File: config.mk
export PLATFORM = sky130hd
export DESIGN_NAME = pipe_reg_chain
export DESIGN_NICKNAME = d
export VERILOG_FILES = /design/src/rtl/pipe_reg_chain.sv
export SDC_FILE = /design/constraint.sdc
export NUM_CORES = 1
export LEC_CHECK = 0
export BUFFER_PORTS_ARGS = -buffer_cell sky130_fd_sc_hd__buf_4
export CORE_MARGIN = 2
export CORE_UTILIZATION = 45
export CTS_CLUSTER_DIAMETER = 60
export DETAILED_ROUTE_END_ITERATION = 12
export MAX_ROUTING_LAYER = met4
export PLACE_DENSITY = 0.68
export SYNTH_ARGS = -nofsm -noshare
export SYNTH_HDL_FRONTEND = slang
export SYNTH_SLANG_ARGS = --single-unit
File: constraint.sdc
create_clock -name i_clk -period 10.09 [get_ports i_clk]
set_input_delay 1.009 -clock i_clk [delete_from_list [all_inputs] [get_ports i_clk]]
set_output_delay 1.009 -clock i_clk [all_outputs]
set_load 0.03 [all_outputs]
File: src/rtl/pipe_reg_chain.sv
// pipe_reg_chain: elastic DEPTH-stage valid/ready register pipeline with bubble collapsing and flush.
// Define PIPE_DATA_RST_EN to also reset the data registers to RST_VAL.
module pipe_reg_chain #(
   parameter int BW_DATA = 32,
   parameter int DEPTH = 4,
   parameter logic [BW_DATA-1:0] RST_VAL = '0,
   localparam int BW_CNT = $clog2(DEPTH+1)
) (
   input  logic               i_clk,
   input  logic               i_rst,
   input  logic               i_valid,
   output logic               o_ready,
   input  logic [BW_DATA-1:0] i_d,
   output logic               o_valid,
   input  logic               i_ready,
   output logic [BW_DATA-1:0] o_q,
   input  logic               i_flush,
   output logic [BW_CNT-1:0]  o_count
);
   logic [DEPTH-1:0] v, adv, vin;
   logic [BW_DATA-1:0] d [DEPTH];
   logic [BW_DATA-1:0] din [DEPTH];
   logic [BW_CNT-1:0] cnt;
   logic in_xfer, out_xfer;
   genvar s;
   for (s = 0; s < DEPTH; s++) begin : g_stage
      // a stage can move unless it and every stage downstream are full while the sink stalls
      assign adv[s] = i_ready | ~&v[DEPTH-1:s];
      if (s == 0) begin : g_head
         assign vin[s] = i_valid;
         assign din[s] = i_d;
      end else begin : g_body
         assign vin[s] = v[s-1];
         assign din[s] = d[s-1];
      end
   end
   assign o_ready = adv[0];
   assign o_valid = v[DEPTH-1];
   assign o_q = d[DEPTH-1];
   assign o_count = cnt;
   assign in_xfer = i_valid & adv[0];
   assign out_xfer = v[DEPTH-1] & i_ready;
   always_ff @(posedge i_clk) begin
      if (i_rst || i_flush) begin
         v <= '0;
      end else begin
         for (int k = 0; k < DEPTH; k++)
            if (adv[k]) v[k] <= vin[k];
      end
   end
`ifdef PIPE_DATA_RST_EN
   always_ff @(posedge i_clk) begin
      if (i_rst) begin
         for (int k = 0; k < DEPTH; k++) d[k] <= RST_VAL;
      end else begin
         for (int k = 0; k < DEPTH; k++)
            if (adv[k] && vin[k]) d[k] <= din[k];
      end
   end
`else
   // data only loads with a valid item, so bubbles never overwrite held values
   always_ff @(posedge i_clk) begin
      for (int k = 0; k < DEPTH; k++)
         if (adv[k] && vin[k]) d[k] <= din[k];
   end
`endif
   always_ff @(posedge i_clk) begin
      cnt <= (i_rst || i_flush) ? '0 : cnt + BW_CNT'(in_xfer) - BW_CNT'(out_xfer);
   end
endmodule

==> reports/qor.yml, run 1 <==
synth_top_area_share_pct: 91.5
finalCriticalPeriod_ns: 2.75
grtUsageTotal_pct: 12.0
cts_tree: "done"
clk_latency_ns: 0.50
synth_cells: 162
chipWidth_microns: 101
fmax_mhz: 363
pre_cts_slack_ns: 7.16
area_growth_pct: 31.5
fin_nets: 294
timing_worst_slew_pin_value_ns: 1.03
path_class: "in -> out"
num_vias: 1691
core_area_sq_um: 9150
io_buffers: 73
rows: 35
htreeDepth: 4
synth_common_cells: "128 x edfxtp_1, 7 x dfxtp_1, 3 x inv_1, 3 x nor2b_1"
ys_seq_area_share_pct: 94.8
cts_setup_buffers: 0
cts.clk_slew.worst_paths_ns: 0.06
synth_edf_count: 128
ys.flop_type: "edfxtp_1"
chipHeight_microns: 101
clock_sinks: 135
clock_path_buffers: 2
cp_cell_sequence: "buf_4 -> and4b_4 -> nand2_1 -> buf_4"
avgSynthCellArea_sq_um: 25.9
synth-compound-area-share_pct: 1.04
utilization_pct: 60.4
maxSlewViolCount: 0
power.density_nw_per_um2: 233
synth.distinct_cells: 20
dieArea_sq_um: 10100
cts.repair.resized: 0
rsz0062_at_grt: "false"
slew_headroom_pct: 31.3
hold_slack_ns: 0.407
async_reset_ff_share_pct: 0
antenna_left: 0
io_pins: 74
grt_max_degree: 33
synth_xor_area_share_pct: 0.536
yosysMostFrequentCell: "edfxtp_1"
cts_made_buffers: 17
vias_per_cell: 4.49
drive_gt1_share_pct: 39.1
min_path_type: "reg -> reg"
first_global_vias: 1700
drt_iter0_drc: 59
synth-seq-cells: 135
final_hold_viol_count: 0
antenna_found_initial: 0
synth-simple-area-share_pct: 2.29
maxCapViolCount: 0
ys_warn_count: 0
outcome: "finished clean"
holdBufCountCts: 0
max_stage_delay_ns: 0.38
skew_ns: 0.00854
grt_overflow: 0
worst_slack_ns: 7.34
max-vdd-ir-drop_uv: 119
required_ns: 9.08
dpl.hpwl_microns: 3200
leakage_nw: 1.98
synth.net_count: 202
root_buffer: "clkbuf_8"
drc_errors: 0
grt_pass1_wl_microns: 8180
critPathMaxFanout: 5
synth_area_leaders: "edfxtp_1 91%, dfxtp_1 3.3%, ha_1 0.60%"
worst_ep_arrival_time_ns: 1.74
syn_area_sq_um: 4200
routedWlPerCell_microns: 13.8
diodes: 0
initial_core_util_pct: 45.9
period_share_pct: 27.3
drt_first_pass_iters: 4
wl_microns: 5200
setup_violations: 0
synth_top_family_by_area: "simple AND/OR/NAND/NOR gates"
cp-start-kind: "input pin"
end_kind: "primary output"
cpMaxStageDelayCell: "and4b_4"
tns_ns: 0
cp_common_cell: "buf_4"
synth.area.mux_share_pct: 0
synthAdderAreaFrac_pct: 1.07
synth_top_area_cell: "edfxtp_1"
place_congestion: 0.712
-- kinds of logic (layout without fill, tap and decap cells) --
group / count (synthesis) / in the layout
adders and majority gates: 3 / 3
DFF: 135 / 135
xor gates and xnor gates: 1 / 1
buffers and inverters: 3 / 107
and+or+nand+nor: 14 / 14
AOI/OAI and AO/OA: 6 / 6
-- cell type report --
class,instances,area (sq um)
sequential,135,3980
clock buffer,19,422
clock inverter,12,183
multi-input combinational,24,241
tap,111,139
timing repair buffer,73,548
inverter,3,11.3
fill,644,3620
-- worst max-delay path, delay by kind of cell --
| family | cells | cell delay (ns) |
|---|---|---|
| AND/OR/NAND/NOR | 2 | 0.44 |
| buffers and inverters | 2 | 0.29 |
-- cell usage in the layout, fill, tap and decap left out, types with 2 or more instances in the layout --
master	instances
nor2b_4	2
buf_4	73
inv_1	3
clkinv_1	4
ha_1	2
dfxtp_1	7
bufinv_16	5
edfxtp_1	128
and2_1	2
o21a_1	2
clkbuf_16	16
clkinv_2	2
clkbuf_1	2
-- power breakdown --
part | total (mW) | switching, mW | internal, mW
combinational | 0.0239 | 0.0119 | 0.0120
clock | 0.621 | 0.202 | 0.420
sequential | 0.641 | 0.00517 | 0.636
total | 1.29 | 0.219 | 1.07
-- worst paths after layout --
kind              startpoint    endpoint  slack, ns  cells past startpoint
hold reg to reg      d[2][1]     d[3][1]       0.41                      0
setup / recovery     i_ready     o_ready       7.34                      4
hold / removal       d[2][1]     d[3][1]       0.41                      0
setup reg to reg        v[3]  o_count[2]       7.92                      9
-- layer usage --
metal | global-route usage, % | routed length, microns
met5 | - | 0
met4 | 8.43 | 106
met3 | 5.27 | 296
met2 | 18.7 | 2830
met1 | 12.2 | 1960
-- sequential cells by signal, summed over array words and instances (netlist names) --
signal / flops
o_count: 3
d: 128
v: 4
-- stage by stage --
step / cell area, sq um / cells / power [mW]
5_1_grt: 5530 / 377 / 1.33
6_report: 5530 / 377 / 1.29
2_1_floorplan: 4200 / 162 / 0.660
4_1_cts: 5530 / 377 / 1.30
3_5_place_dp: 4920 / 346 / 0.677
3_3_place_gp: 4920 / 346 / 0.675
No activity file was read; power rests on OpenSTA's default activity.
==> inputs of run 2 (changes only) <==
ABC_AREA = 1   (was default)
PLACE_DENSITY = 0.71   (was 0.68)
clock period = 2.4 ns   (was 10.09 ns; I/O delays follow)
==> reports/qor.yml, run 2 <==
antenna_found_initial: 0  # unchanged
power.internal_mw: 4.34  # +310%
r2r_start: "v[3]"
p_seq_share_pct: 50.3  # +0.4 points
synth_edf_count: 128  # unchanged
vias_per_cell: 4.38  # -2.3%
worst_slack_ns: 0.318  # -7.02 ns
path_class: "reg -> reg"
root_buffer: "clkbuf_8"
sw_frac_of_total_pct: 18.8  # +1.8 points
cp_cell_sequence: "nand2_2 -> nor2_4 -> nand2_4 -> nand2_1 -> ha_1 -> inv_1 -> ha_1 -> inv_1 -> fa_1 -> a21oi_1 -> nor2_1"
final_cell_mix: "128 x edfxtp_1, 77 x buf_4, 35 x dlygate4sd3_1, 16 x clkbuf_16, 13 x inv_1"
netSwitchingPower_mw: 1.01  # +360%
first_global_vias: 1943  # +14%
ys_seq_area_share_pct: 94.8  # about the same
ys.flop_type: "edfxtp_1"
grt_pass1_wl_microns: 9300  # +14%
diodes: 0  # unchanged
place_congestion: 0.644  # -9.6%
avgSynthCellArea_sq_um: 23.9  # -7.9%
synth_top_area_share_pct: 91.4  # about the same
power.density_nw_per_um2: 903  # +290%
area_growth_pct: 40.7
async_reset_ff_share_pct: 0  # unchanged
num_vias: 1893  # +12%
io_pins: 74  # unchanged
hold_slack_ns: 0.0564  # -0.351 ns
cts_setup_buffers: 0  # unchanged
worstRegToRegCells: 11  # +2
synth_area_leaders: "edfxtp_1 91%, dfxtp_1 3.3%, inv_1 1.2%"
finalCriticalPeriod_ns: 2.08
clkPwrFrac_pct: 47.0  # -1.3 points
pre_cts_slack_ns: 0.318  # -6.84 ns
grtUsageTotal_pct: 13.4  # +1.3 points
outcome: "finished clean"
cts_made_buffers: 17  # unchanged
rows: 35  # unchanged
leakage_nw: 2.19  # +10%
regToRegEndpoint: "o_count[2]"
rsz0062_at_grt: "false"
cts.clk_slew.worst_paths_ns: 0.06  # about the same
synth_common_cells: "128 x edfxtp_1, 13 x inv_1, 8 x nor2_1"
dpl.hpwl_microns: 3440  # +7.6%
drt_iter0_drc: 53  # -10%
synth_top_area_cell: "edfxtp_1"
drt_first_pass_iters: 3  # -1
p_comb_share_pct: 2.7  # +0.8 points
largest_reg_flops: 128  # unchanged
maxSlewViolCount: 0  # unchanged
drive_gt1_share_pct: 35.8  # -3.3 points
initial_core_util_pct: 45.9  # about the same
grt_max_degree: 33  # unchanged
critPathMaxFanout: 5  # unchanged
utilization_pct: 64.6  # +4.2 points
dieArea_sq_um: 10100  # about the same
io_buffers: 73  # unchanged
grt_overflow: 0  # unchanged
drc_errors: 0  # unchanged
skew_ns: 0.00505  # -0.00350 ns
slew_headroom_pct: 67.3  # +36 points
routedWlPerCell_microns: 13.6  # -1.2%
setup_violations: 0  # unchanged
critical-path-top-delay-family: "adder cells"
htreeDepth: 4  # unchanged
synth_cells: 176  # +8.6%
wl_microns: 5890  # +13%
timing_worst_slew_pin_value_ns: 0.489  # -0.540 ns
clock_path_buffers: 2  # unchanged
max_stage_delay_ns: 0.44  # +0.06 ns
cts_tree: "done"
yosysMostFrequentCell: "edfxtp_1"
cpMaxStageDelayCell: "dfxtp_1"
regMostFlops: "d"
ys_warn_count: 0  # unchanged
chipWidth_microns: 101  # about the same
final_hold_viol_count: 0  # unchanged
cts.repair.resized: 0  # unchanged
end_kind: "register"
critPathBufInv: 2  # unchanged
min-delay-start: "i_ready"
antenna_left: 0  # unchanged
fmax_mhz: 480
worst_ep_arrival_time_ns: 2.48  # +0.74 ns
syn_area_sq_um: 4200  # about the same
fin_nets: 348  # +18%
chipHeight_microns: 101  # about the same
final_common_cell: "edfxtp_1"
clk_latency_ns: 0.50  # about the same
clock_sinks: 135  # unchanged
synth-seq-cells: 135  # unchanged
cp-start-kind: "register"
period_share_pct: 86.7
min_path_type: "in -> reg"
holdPathEnd: "v[0]"
core_area_sq_um: 9150  # unchanged
synth.net_count: 216  # +6.9%
holdPathStages: 4  # +4
max-vdd-ir-drop_uv: 417  # +250%
synth.distinct_cells: 14  # -30%
maxCapViolCount: 0  # unchanged
ff2ff_setup_slack_ns: 0.32  # -7.60 ns
required_ns: 2.80  # -6.28 ns
==> run 2: power groups by stage <==
stage | Sequential [mW] | Clock [mW] | Combinational [mW]
after CTS | 2.69 | 2.56 | 0.145
after global placement | 2.73 | 0 | 0.0951
after detailed placement | 2.74 | 0 | 0.0979
final | 2.69 | 2.51 | 0.144
after global routing | 2.69 | 2.68 | 0.156
after floorplan | 2.74 | 0 | 0.0263
==> run 2: worst max path at each step <==
stage / start / cells after the start / end
6_report: v[3] / 11 / o_count[2]
5_1_grt: v[3] / 11 / o_count[2]
4_1_cts: v[3] / 11 / o_count[2]
3_5_place_dp: v[3] / 11 / o_count[2]
3_3_place_gp: v[3] / 11 / o_count[2]
2_1_floorplan: v[3] / 3 / d[2][0]
==> run 2: stage by stage <==
stage	instance area, sq um	std cells	TNS (ns)	total power, mW
detailed placement	4970	365	0	2.83
CTS	5910	432	0	5.39
floorplan	4210	176	-0.0814	2.76
global route	5910	432	0	5.53
global placement	4970	365	0	2.83
finish	5910	432	0	5.34
==> run 2: logic make-up (layout without fill, tap and decap cells) <==
group | after synthesis | count (layout) | share of synthesized area [%]
fa+ha+maj | 3 | 3 | 1.07
compound gates | 6 | 6 | 0.863
simple gates | 19 | 19 | 2.14
buf+inv | 13 | 158 | 1.16
flops | 135 | 135 | 94.8
==> run 2: layout make-up <==
class	count	area (sq um)
multi-input combinational	28	201
timing repair buffer	113	948
clock inverter	15	178
inverter	13	48.8
tap	111	139
clock buffer	17	414
fill	602	3240
sequential	135	3980
==> run 2: what timing repair did <==
item / CTS / global route
endpoints found under the hold margin: 34 / 0
hold buffers: 35 / 0
endpoints found under the setup margin: 0 / 0
==> run 2: worst reg2reg max path, cell delays in order, from the launching register on <==
cell     delay [ns]
dfxtp_1        0.44
nand2_2        0.10
nor2_4         0.22
nand2_4        0.08
nand2_1        0.09
ha_1           0.23
inv_1          0.06
ha_1           0.13
inv_1          0.05
fa_1           0.41
a21oi_1        0.13
nor2_1         0.05
==> run 2: layer usage <==
metal  share of wire, %  track usage (%)  up-vias
li1                   -                -      936
met1                 37             12.8      905
met2                 58             23.2       42
met3                3.9             5.27       10
met4                1.8             6.74        0
met5                  0                -        -
==> inputs of run 3 (changes only) <==
CORE_UTILIZATION = 30   (was 45)
MAX_ROUTING_LAYER = default   (was met4)
PLACE_DENSITY = 0.52   (was 0.71)
==> reports/qor.yml, run 3 (synthesized netlist as in run 2, its figures left out) <==
skew_ns: 0.00585  # +0.000803 ns
vias_per_cell: 3.81  # -13%
dp.cells: 435  # +19%
dpl.hpwl_microns: 3780  # +9.8%
finalCriticalPeriod_ns: 2.08  # -0.00533 ns
diodes: 0  # unchanged
grt_max_degree: 33  # unchanged
grt_overflow: 0  # unchanged
critPathBufInv: 2  # unchanged
finalPower_mw: 5.23  # -2.1%
slew_headroom_pct: 65.1  # -2.2 points
place_congestion: 0.676  # +5.0%
leakage_nw: 2.16  # -1.2%
cts.clk_slew.worst_paths_ns: 0.05  # about the same
antenna_found_initial: 0  # unchanged
critPathMaxFanout: 5  # unchanged
final_hold_viol_count: 0  # unchanged
io_pins: 74  # unchanged
rows: 43  # +23%
routedWlPerCell_microns: 11.7  # -14%
maxSlewViolCount: 0  # unchanged
drt_first_pass_iters: 3  # unchanged
rsz0062_at_grt: "false"
cp-start-kind: "register"
cts_made_buffers: 17  # unchanged
path_class: "reg -> reg"
first_global_vias: 1916  # -1.4%
power.density_nw_per_um2: 881  # -2.5%
outcome: "finished clean"
cts_setup_buffers: 0  # unchanged
clock_path_buffers: 2  # unchanged
placed_area_sq_um: 5060  # +1.9%
cpMaxStageDelayCell: "dfxtp_1"
stdcell_count: 498  # +15%
maxCapViolCount: 0  # unchanged
end_kind: "register"
cp_cell_sequence: "nand2_2 -> nor2_4 -> nand2_4 -> nand2_1 -> ha_1 -> inv_1 -> ha_1 -> inv_1 -> fa_1 -> a21oi_1 -> nor2_1"
clk_latency_ns: 0.41  # -0.09 ns
grt_pass1_wl_microns: 9070  # -2.5%
tns_ns: 0  # unchanged
max_stage_delay_ns: 0.45  # about the same
worst_slack_ns: 0.324  # +0.00532 ns
initial_core_util_pct: 30.5  # -15 points
num_vias: 1898  # +0.26%
final_common_cell: "edfxtp_1"
drc_errors: 0  # unchanged
clock_sinks: 135  # unchanged
largest_reg_flops: 128  # unchanged
drive_gt1_share_pct: 35.5  # -0.29 points
htreeDepth: 4  # unchanged
final_cell_mix: "128 x edfxtp_1, 78 x buf_4, 31 x dlygate4sd3_1, 17 x clkbuf_16, 13 x inv_1"
min_path_type: "in -> reg"
timing_worst_slew_pin_value_ns: 0.522  # +0.0335 ns
worst_ep_arrival_time_ns: 2.38  # -0.10 ns
grtUsageTotal_pct: 8.84  # -4.5 points
ff2ff_setup_slack_ns: 0.32  # about the same
area_growth_pct: 41.3
period_share_pct: 86.5  # -0.22 points
max-vdd-ir-drop_uv: 373  # -11%
cts_tree: "done"
chipHeight_microns: 122  # +22%
wl_microns: 5810  # -1.2%
io_buffers: 73  # unchanged
pre_cts_slack_ns: 0.318  # +0.0000860 ns
critical-path-top-delay-family: "adder cells"
chipWidth_microns: 122  # +22%
root_buffer: "clkbuf_16"
fmax_mhz: 482  # +0.26%
antenna_left: 0  # unchanged
dieArea_sq_um: 15000  # +48%
regMostFlops: "d"
setup_violations: 0  # unchanged
required_ns: 2.70  # -0.10 ns
fin_area_sq_um: 5940  # +0.42%
core_area_sq_um: 13800  # +50%
fin_nets: 345  # -0.86%
drt_iter0_drc: 81  # +53%
run 3: worst register-to-register path, stage by stage (launching register included):
cell     delay [ns]
dfxtp_1        0.45
nand2_2        0.09
nor2_4         0.21
nand2_4        0.08
nand2_1        0.09
ha_1           0.23
inv_1          0.06
ha_1           0.12
inv_1          0.05
fa_1           0.41
a21oi_1        0.13
nor2_1         0.06
run 3: path summary, 6_finish.rpt:
check,startpoint,end,cells past startpoint
worst min register to register,d[2][10],d[3][10],0
worst max-delay path,v[3],o_count[2],11
worst min-delay path,i_d[6],d[0][6],1
worst max register to register,v[3],o_count[2],11
run 3: metrics by stage:
| step | util, % | hold slack (ns) |
|---|---|---|
| 6_report | 43.1 | 0.0236 |
| 3_5_place_dp | 36.8 | 0.405 |
| 4_1_cts | 43.1 | 0.000797 |
| 5_1_grt | 43.1 | 0.000689 |
| 3_3_place_gp | 36.8 | 0.403 |
| 2_1_floorplan | - | 0.339 |
run 3: layer usage:
metal  vias up  wire length, microns  track usage, %
met3        22                   353            4.32
met4         0                   280            7.97
met2        63                  3130            14.5
met5         -                     0               0
met1       886                  2040            7.95
li1        927                     -               -
run 3: cell type report:
| class | instances | area (sq um) |
|---|---|---|
| fill | 1269 | 7840 |
| multi-input combinational | 28 | 201 |
| tap | 180 | 225 |
| timing repair buffer | 110 | 916 |
| clock buffer | 18 | 429 |
| clock inverter | 14 | 134 |
| inverter | 13 | 48.8 |
| sequential | 135 | 3980 |
run 3: power breakdown:
part	switching (mW)	internal, mW
clock network	0.891	1.51
registers	0.0196	2.67
logic	0.0573	0.0830
run 3: repair_timing:
| action | 4_1_cts | 5_1_grt |
|---|---|---|
| hold endpoints to repair | 31 | 0 |
| hold buffers | 31 | 0 |
| resized for setup | 0 | 0 |
